File: src/rtl/gshare_predictor_if.sv
// Request/result handshake between fetch/resolve logic and the gshare predictor.
// The master drives requests and resolved-branch results; the slave returns predictions and status.
interface gshare_predictor_if #(
   parameter int unsigned PC_W   = 32,
   parameter int unsigned IDX_W  = 8,
   parameter int unsigned HIST_W = 8,
   parameter int unsigned CNT_W  = 16
) ();
   logic              ready;
   logic              request;
   logic [PC_W-1:0]   pc;
   logic              pred_valid;
   logic              prediction;
   logic [IDX_W-1:0]  pred_idx;
   logic              result;
   logic [IDX_W-1:0]  upd_idx;
   logic              taken;
   logic              upd_pred;
   logic [HIST_W-1:0] ghr;
   logic [CNT_W-1:0]  mispredicts;

   modport master (
      output request, pc, result, upd_idx, taken, upd_pred,
      input  ready, pred_valid, prediction, pred_idx, ghr, mispredicts
   );

   modport slave (
      input  request, pc, result, upd_idx, taken, upd_pred,
      output ready, pred_valid, prediction, pred_idx, ghr, mispredicts
   );
endinterface

File: src/rtl/gshare_predictor.sv
// PC-indexed table of saturating counters, optionally XORed with global history (gshare).
// Sweeps the table to weakly-not-taken after reset, then serves predictions and updates.
module gshare_predictor #(
   parameter int unsigned PC_W     = 32,
   parameter int unsigned PC_SHIFT = 2,
   parameter int unsigned IDX_W    = 8,
   parameter int unsigned HIST_W   = 8,
   parameter int unsigned CTR_W    = 2,
   parameter int unsigned MODE     = 1,
   parameter int unsigned CNT_W    = 16
) (
   input logic               clk,
   input logic               rst,
   gshare_predictor_if.slave bus
);

   localparam int unsigned      DEPTH   = 2 ** IDX_W;
   localparam logic [CTR_W-1:0] WNT     = CTR_W'((2 ** (CTR_W - 1)) - 1);
   localparam logic [CTR_W-1:0] CTR_MAX = '1;

   typedef enum logic {INIT, RUN} state_t;

   state_t            state;
   logic [IDX_W-1:0]  ptr;
   logic              ready_q;
   logic              pred_valid_q;
   logic              prediction_q;
   logic [IDX_W-1:0]  pred_idx_q;
   logic [HIST_W-1:0] ghr_q;
   logic [CNT_W-1:0]  mis_q;

   logic [CTR_W-1:0]  table_q [DEPTH];
   logic [IDX_W-1:0]  base;
   logic [IDX_W-1:0]  idx;
   logic [CTR_W-1:0]  upd_ctr;
   logic [CTR_W-1:0]  upd_next;
   logic              unused_pc;

   assign base      = bus.pc[PC_SHIFT +: IDX_W];
   assign idx       = (MODE != 0) ? (base ^ IDX_W'(ghr_q)) : base;
   assign unused_pc = ^bus.pc;
   assign upd_ctr   = table_q[bus.upd_idx];

   // Saturating step of the counter being trained
   always_comb begin
      upd_next = upd_ctr;
      if (bus.taken) begin
         if (upd_ctr != CTR_MAX) upd_next = upd_ctr + CTR_W'(1);
      end else begin
         if (upd_ctr != '0) upd_next = upd_ctr - CTR_W'(1);
      end
   end

   // Counter storage: init sweep or training write, never both
   always_ff @(posedge clk) begin
      if (state == INIT) begin
         table_q[ptr] <= WNT;
      end else if (bus.result) begin
         table_q[bus.upd_idx] <= upd_next;
      end
   end

   always_ff @(posedge clk or posedge rst) begin
      if (rst) begin
         state        <= INIT;
         ptr          <= '0;
         ready_q      <= 1'b0;
         pred_valid_q <= 1'b0;
         prediction_q <= 1'b0;
         pred_idx_q   <= '0;
         ghr_q        <= '0;
         mis_q        <= '0;
      end else begin
         pred_valid_q <= 1'b0;
         case (state)
            INIT: begin
               ptr <= ptr + IDX_W'(1);
               if (ptr == IDX_W'(DEPTH - 1)) begin
                  state   <= RUN;
                  ready_q <= 1'b1;
               end
            end
            RUN: begin
               // Reads see pre-update table and history, giving read-before-write
               if (bus.request) begin
                  pred_valid_q <= 1'b1;
                  pred_idx_q   <= idx;
                  prediction_q <= table_q[idx][CTR_W-1];
               end
               if (bus.result) begin
                  ghr_q <= HIST_W'({ghr_q, bus.taken});
                  if ((bus.taken != bus.upd_pred) && !(&mis_q)) mis_q <= mis_q + CNT_W'(1);
               end
            end
            default: state <= INIT;
         endcase
      end
   end

   assign bus.ready       = ready_q;
   assign bus.pred_valid  = pred_valid_q;
   assign bus.prediction  = prediction_q;
   assign bus.pred_idx    = pred_idx_q;
   assign bus.ghr         = ghr_q;
   assign bus.mispredicts = mis_q;

endmodule
File: src/flat_wrapper.sv
// flat-port wrapper written by rule: the top's interface ports become plain ports
module gshare_predictor_flat 
#(
   parameter int unsigned PC_W     = 32,
   parameter int unsigned PC_SHIFT = 2,
   parameter int unsigned IDX_W    = 8,
   parameter int unsigned HIST_W   = 8,
   parameter int unsigned CTR_W    = 2,
   parameter int unsigned MODE     = 1,
   parameter int unsigned CNT_W    = 16
)
  (clk, rst, bus_request, bus_pc, bus_result, bus_upd_idx, bus_taken, bus_upd_pred, bus_ready, bus_pred_valid, bus_prediction, bus_pred_idx, bus_ghr, bus_mispredicts);
  gshare_predictor_if #(.PC_W(PC_W), .IDX_W(IDX_W), .HIST_W(HIST_W), .CNT_W(CNT_W)) bus_i ();
  input logic clk;
  input logic rst;
  input wire logic [$bits(bus_i.request)-1:0] bus_request;
  input wire logic [$bits(bus_i.pc)-1:0] bus_pc;
  input wire logic [$bits(bus_i.result)-1:0] bus_result;
  input wire logic [$bits(bus_i.upd_idx)-1:0] bus_upd_idx;
  input wire logic [$bits(bus_i.taken)-1:0] bus_taken;
  input wire logic [$bits(bus_i.upd_pred)-1:0] bus_upd_pred;
  output wire logic [$bits(bus_i.ready)-1:0] bus_ready;
  output wire logic [$bits(bus_i.pred_valid)-1:0] bus_pred_valid;
  output wire logic [$bits(bus_i.prediction)-1:0] bus_prediction;
  output wire logic [$bits(bus_i.pred_idx)-1:0] bus_pred_idx;
  output wire logic [$bits(bus_i.ghr)-1:0] bus_ghr;
  output wire logic [$bits(bus_i.mispredicts)-1:0] bus_mispredicts;
  assign bus_i.request = bus_request;
  assign bus_i.pc = bus_pc;
  assign bus_i.result = bus_result;
  assign bus_i.upd_idx = bus_upd_idx;
  assign bus_i.taken = bus_taken;
  assign bus_i.upd_pred = bus_upd_pred;
  assign bus_ready = bus_i.ready;
  assign bus_pred_valid = bus_i.pred_valid;
  assign bus_prediction = bus_i.prediction;
  assign bus_pred_idx = bus_i.pred_idx;
  assign bus_ghr = bus_i.ghr;
  assign bus_mispredicts = bus_i.mispredicts;
  gshare_predictor #(.PC_W(PC_W), .PC_SHIFT(PC_SHIFT), .IDX_W(IDX_W), .HIST_W(HIST_W), .CTR_W(CTR_W), .MODE(MODE), .CNT_W(CNT_W)) u_core (.clk(clk), .rst(rst), .bus(bus_i));
endmodule
File: config.mk
export PLATFORM = sky130hd
export DESIGN_NAME = gshare_predictor_flat
export DESIGN_NICKNAME = d
export VERILOG_FILES = /design/src/rtl/gshare_predictor_if.sv /design/src/rtl/gshare_predictor.sv /design/src/flat_wrapper.sv
export SDC_FILE = /design/constraint.sdc
export NUM_CORES = 1
export LEC_CHECK = 0
export ABC_CLOCK_PERIOD_IN_PS = 13720
export BUFFER_PORTS_ARGS = -buffer_cell sky130_fd_sc_hd__buf_2
export CORE_ASPECT_RATIO = 1.75
export CORE_MARGIN = 2
export CORE_UTILIZATION = 53
export DETAILED_ROUTE_END_ITERATION = 7
export HOLD_SLACK_MARGIN = 0.15
export PLACE_DENSITY = 0.7
export SYNTH_ARGS = -nofsm -noshare
export SYNTH_HDL_FRONTEND = slang
export SYNTH_SLANG_ARGS = --single-unit
File: constraint.sdc
create_clock -name clk -period 13.72 [get_ports clk]
set_clock_uncertainty 0.1 [all_clocks]
set_input_delay 2.058 -clock clk [delete_from_list [all_inputs] [get_ports clk]]
set_output_delay 2.058 -clock clk [all_outputs]
set_load 0.02 [all_outputs]
==> flow_metrics.tcl <==
set metrics [dict create \
    synth_top_family_by_area "multiplexers" \
    worst_setup_path_end_kind "register" \
    status "complete, no violations" \
    crit_family "buffers and inverters" \
    ys_seq_area_frac 0.6460 \
    dp_slack_ns 6.399 \
    total_power_mw 3.376 \
    max_freq_ghz 0.1484 \
    gp_congestion 0.9361 \
    synth_most_common_cell "edfxtp_1" \
    grt_pass1_vias 15786 \
    critPathSlowestCell "buf_4" \
    avgSynthCellArea_um2 15.36 \
    tightest_slew_ns 1.304 \
    synth_top_area_share 0.6028 \
    setup.worst_path.class "in -> reg" \
    syn_nets 1708 \
    cts-htree-levels 2 \
    routed_wl_mm 67.43 \
    p_per_area_nw_per_um2 121.3 \
    die_area_um2 49960 \
    drc 0 \
    hold_path_depth 1 \
    overflow 0 \
    cts_tree "built" \
    row_count 106 \
    hpwlAfterDp_mm 42.98 \
    grt_max_degree 129 \
    numPortBuffers 56 \
    worstHoldPathType "reg -> reg" \
    setup_ws_ns 6.982 \
    cts_hold_buf 0 \
    drive_above_1_share 0.1878 \
    post_cts_resized 0 \
    cap_violations 0 \
    ant_nets 0 \
    root_buffer "clkbuf_16" \
    worstPathRequired_ns 13.81 \
    synth-xor-area-share 0.01271 \
    ys_ff_latch 556 \
    ys_types 69 \
    synthesis.area_um2 25500 \
    synth_cells 1660 \
    clock_tree.buffer_depth 3 \
    peakVddDrop_v 0.00008134 \
    critPathMaxFanout 128 \
    relSlewSlack 0.1310 \
    numCtsBuffers 47 \
    synthMuxAreaShare 0.1768 \
    max_stage_delay_ns 0.89 \
    die_w_um 169.8 \
    r2r_cells 9 \
    path_clk_slew_ns 0.07 \
    synth_edf_count 512 \
    yosysWarnings 0 \
    post_cts_buffers 0 \
    setup_tns_ns 0 \
    final_core_util 0.5849 \
    crit_arrival_ns 6.82 \
    insertion_delay_ns 0.59 \
    dp_cells 2238 \
    grtUsageTotal 0.2734 \
    grt_pass1_wl_mm 98.64 \
    synthToLayoutAreaGrowth_pct 9.184 \
    hold_violations 0 \
    setup_viol 0 \
    io_pins 81 \
    crit_path_frequent_cell "buf_4" \
    cellLeakagePower_nw 8.799 \
    synth_compound_area_frac 0.04072 \
    period_share 0.4911 \
    path_depth 11 \
    drt_iter0_drc 1803 \
    first_pass_iters 5 \
    start_util 0.5357 \
    synth_common_cells "512 x edfxtp_1, 298 x nor2_1, 143 x mux4_2" \
    drv_slew 0 \
    synthSimpleGateAreaFrac 0.09527 \
    synth-async-reset-ratio 0.07914 \
    synth.area.top_cells "edfxtp_1 60%, mux4_2 13%, nor2_1 4.4%, dfrtp_1 4.3%, mux2i_1 2.9%" \
    chipHeight_um 294.2 \
    antenna_found_initial 0 \
    synthAdderAreaFrac 0.0009812 \
    routed-via-count 15476 \
    core_area_um2 47610 \
    avgViaCountPerCell 6.653 \
    fin_cells 2326 \
    clock-sinks 556 \
    final_nets 1741 \
    yosys.area.top_type "edfxtp_1" \
    wl_per_cell_um 28.99 \
    rsz0062_at_grt "no" \
    crit_buf_inv 3 \
    crit_chain "buf_4 -> buf_4 -> mux4_1 -> mux4_2 -> o221a_1 -> o21ai_0 -> o211a_1 -> and4_1 -> a21oi_1 -> o21ai_4 -> buf_4" \
    ys.flop_type "edfxtp_1" \
    timing.final.crit_period_ns 6.738 \
    start_kind "input pin" \
]
==> final cells by class <==
type / count / area, um^2
Multi-Input combinational cell: 991 / 8394
Tap cell: 594 / 743.2
Inverter: 5 / 18.77
Sequential cell: 556 / 16480
Fill cell: 3581 / 19770
Timing Repair Buffer: 92 / 574.3
Antenna cell: 1 / 2.502
Clock inverter: 34 / 417.9
Clock buffer: 53 / 1220
==> logic make-up after synthesis <==
group / Yosys count
compound gates: 152
mux: 239
simple gates: 561
flops: 556
buf+inv: 113
xor+xnor: 37
fa+ha+maj: 2
==> power by group <==
| part | switching [mW] | internal, mW |
|---|---|---|
| Sequential | 0 | 1.82 |
| Clock | 0.606 | 0.814 |
| Combinational | 0.0895 | 0.0448 |
==> per-stage QoR <==
| step | cell area (um^2) | hold WS [ns] |
|---|---|---|
| 4_1_cts | 27840 | 0.3822 |
| 6_report | 27850 | 0.3872 |
| 5_1_grt | 27840 | 0.4009 |
| 3_3_place_gp | 26210 | 0.3520 |
| 3_5_place_dp | 26210 | 0.3674 |
| 2_1_floorplan | 25500 | 0.4088 |
==> layout by cell type (no fill, tap or decap), drive strengths merged, types with 6 or more instances in the layout <==
cell type  netlist  layout
edfxtp         512     512
nor2           299     299
mux4           163     163
nand2          131     131
buf             61      91
mux2i           74      74
clkbuf          47      54
a22oi           48      48
dfrtp           44      44
a21oi           40      40
nand3           29      29
xnor2           23      23
clkinv           1      22
nand4           21      21
o21ai           17      17
nor3            16      16
nor2b           16      16
xor2            14      14
bufinv           0       9
nand3b           8       8
nor4             7       7
and2             6       6
nand2b           6       6
o211ai           6       6
a211oi           6       6
==> final timing paths <==
check | from | endpoint | slack, ns
setup / recovery | bus_upd_idx[0] | u_core.table_q[62][0] | 6.98
hold / removal | u_core.bus.mispredicts[8] | u_core.bus.mispredicts[8] | 0.39
setup reg to reg | u_core.table_q[97][1] | u_core.table_q[86][1] | 9.52
hold reg to reg | u_core.bus.mispredicts[8] | u_core.bus.mispredicts[8] | 0.39
max in group asynchronous | rst | u_core.bus.mispredicts[5] | 11.50
min in group asynchronous | rst | u_core.bus.pred_idx[1] | 1.29
==> routing by layer <==
metal | up-vias | track usage | wire (um)
li1 | 6536 | - | -
met1 | 7891 | 0.3272 | 23210
met2 | 832 | 0.4714 | 34690
met3 | 217 | 0.03927 | 5293
met4 | 0 | 0.1597 | 4240
met5 | - | 0 | 0
==> flip-flops by register name, indices dropped and copies added, names as in the netlist <==
signal,flops
u_core.bus.prediction,1
u_core.bus.pred_idx,8
u_core.table_q,512
u_core.bus.pred_valid,1
u_core.bus.ready,1
u_core.bus.ghr,8
u_core.state,1
u_core.bus.mispredicts,16
u_core.ptr,8
==> worst register-to-register path: stages, from the launching register on <==
cell and delay [ns]:
edfxtp_1 0.39, mux4_1 0.50, nor2b_1 0.15, a211oi_1 0.41
a2111oi_0 0.15, a311oi_1 0.57, nand4_1 0.27, o21ai_0 0.38
a21oi_4 0.22, buf_4 0.49
No activity file was read; power rests on OpenSTA's default activity.
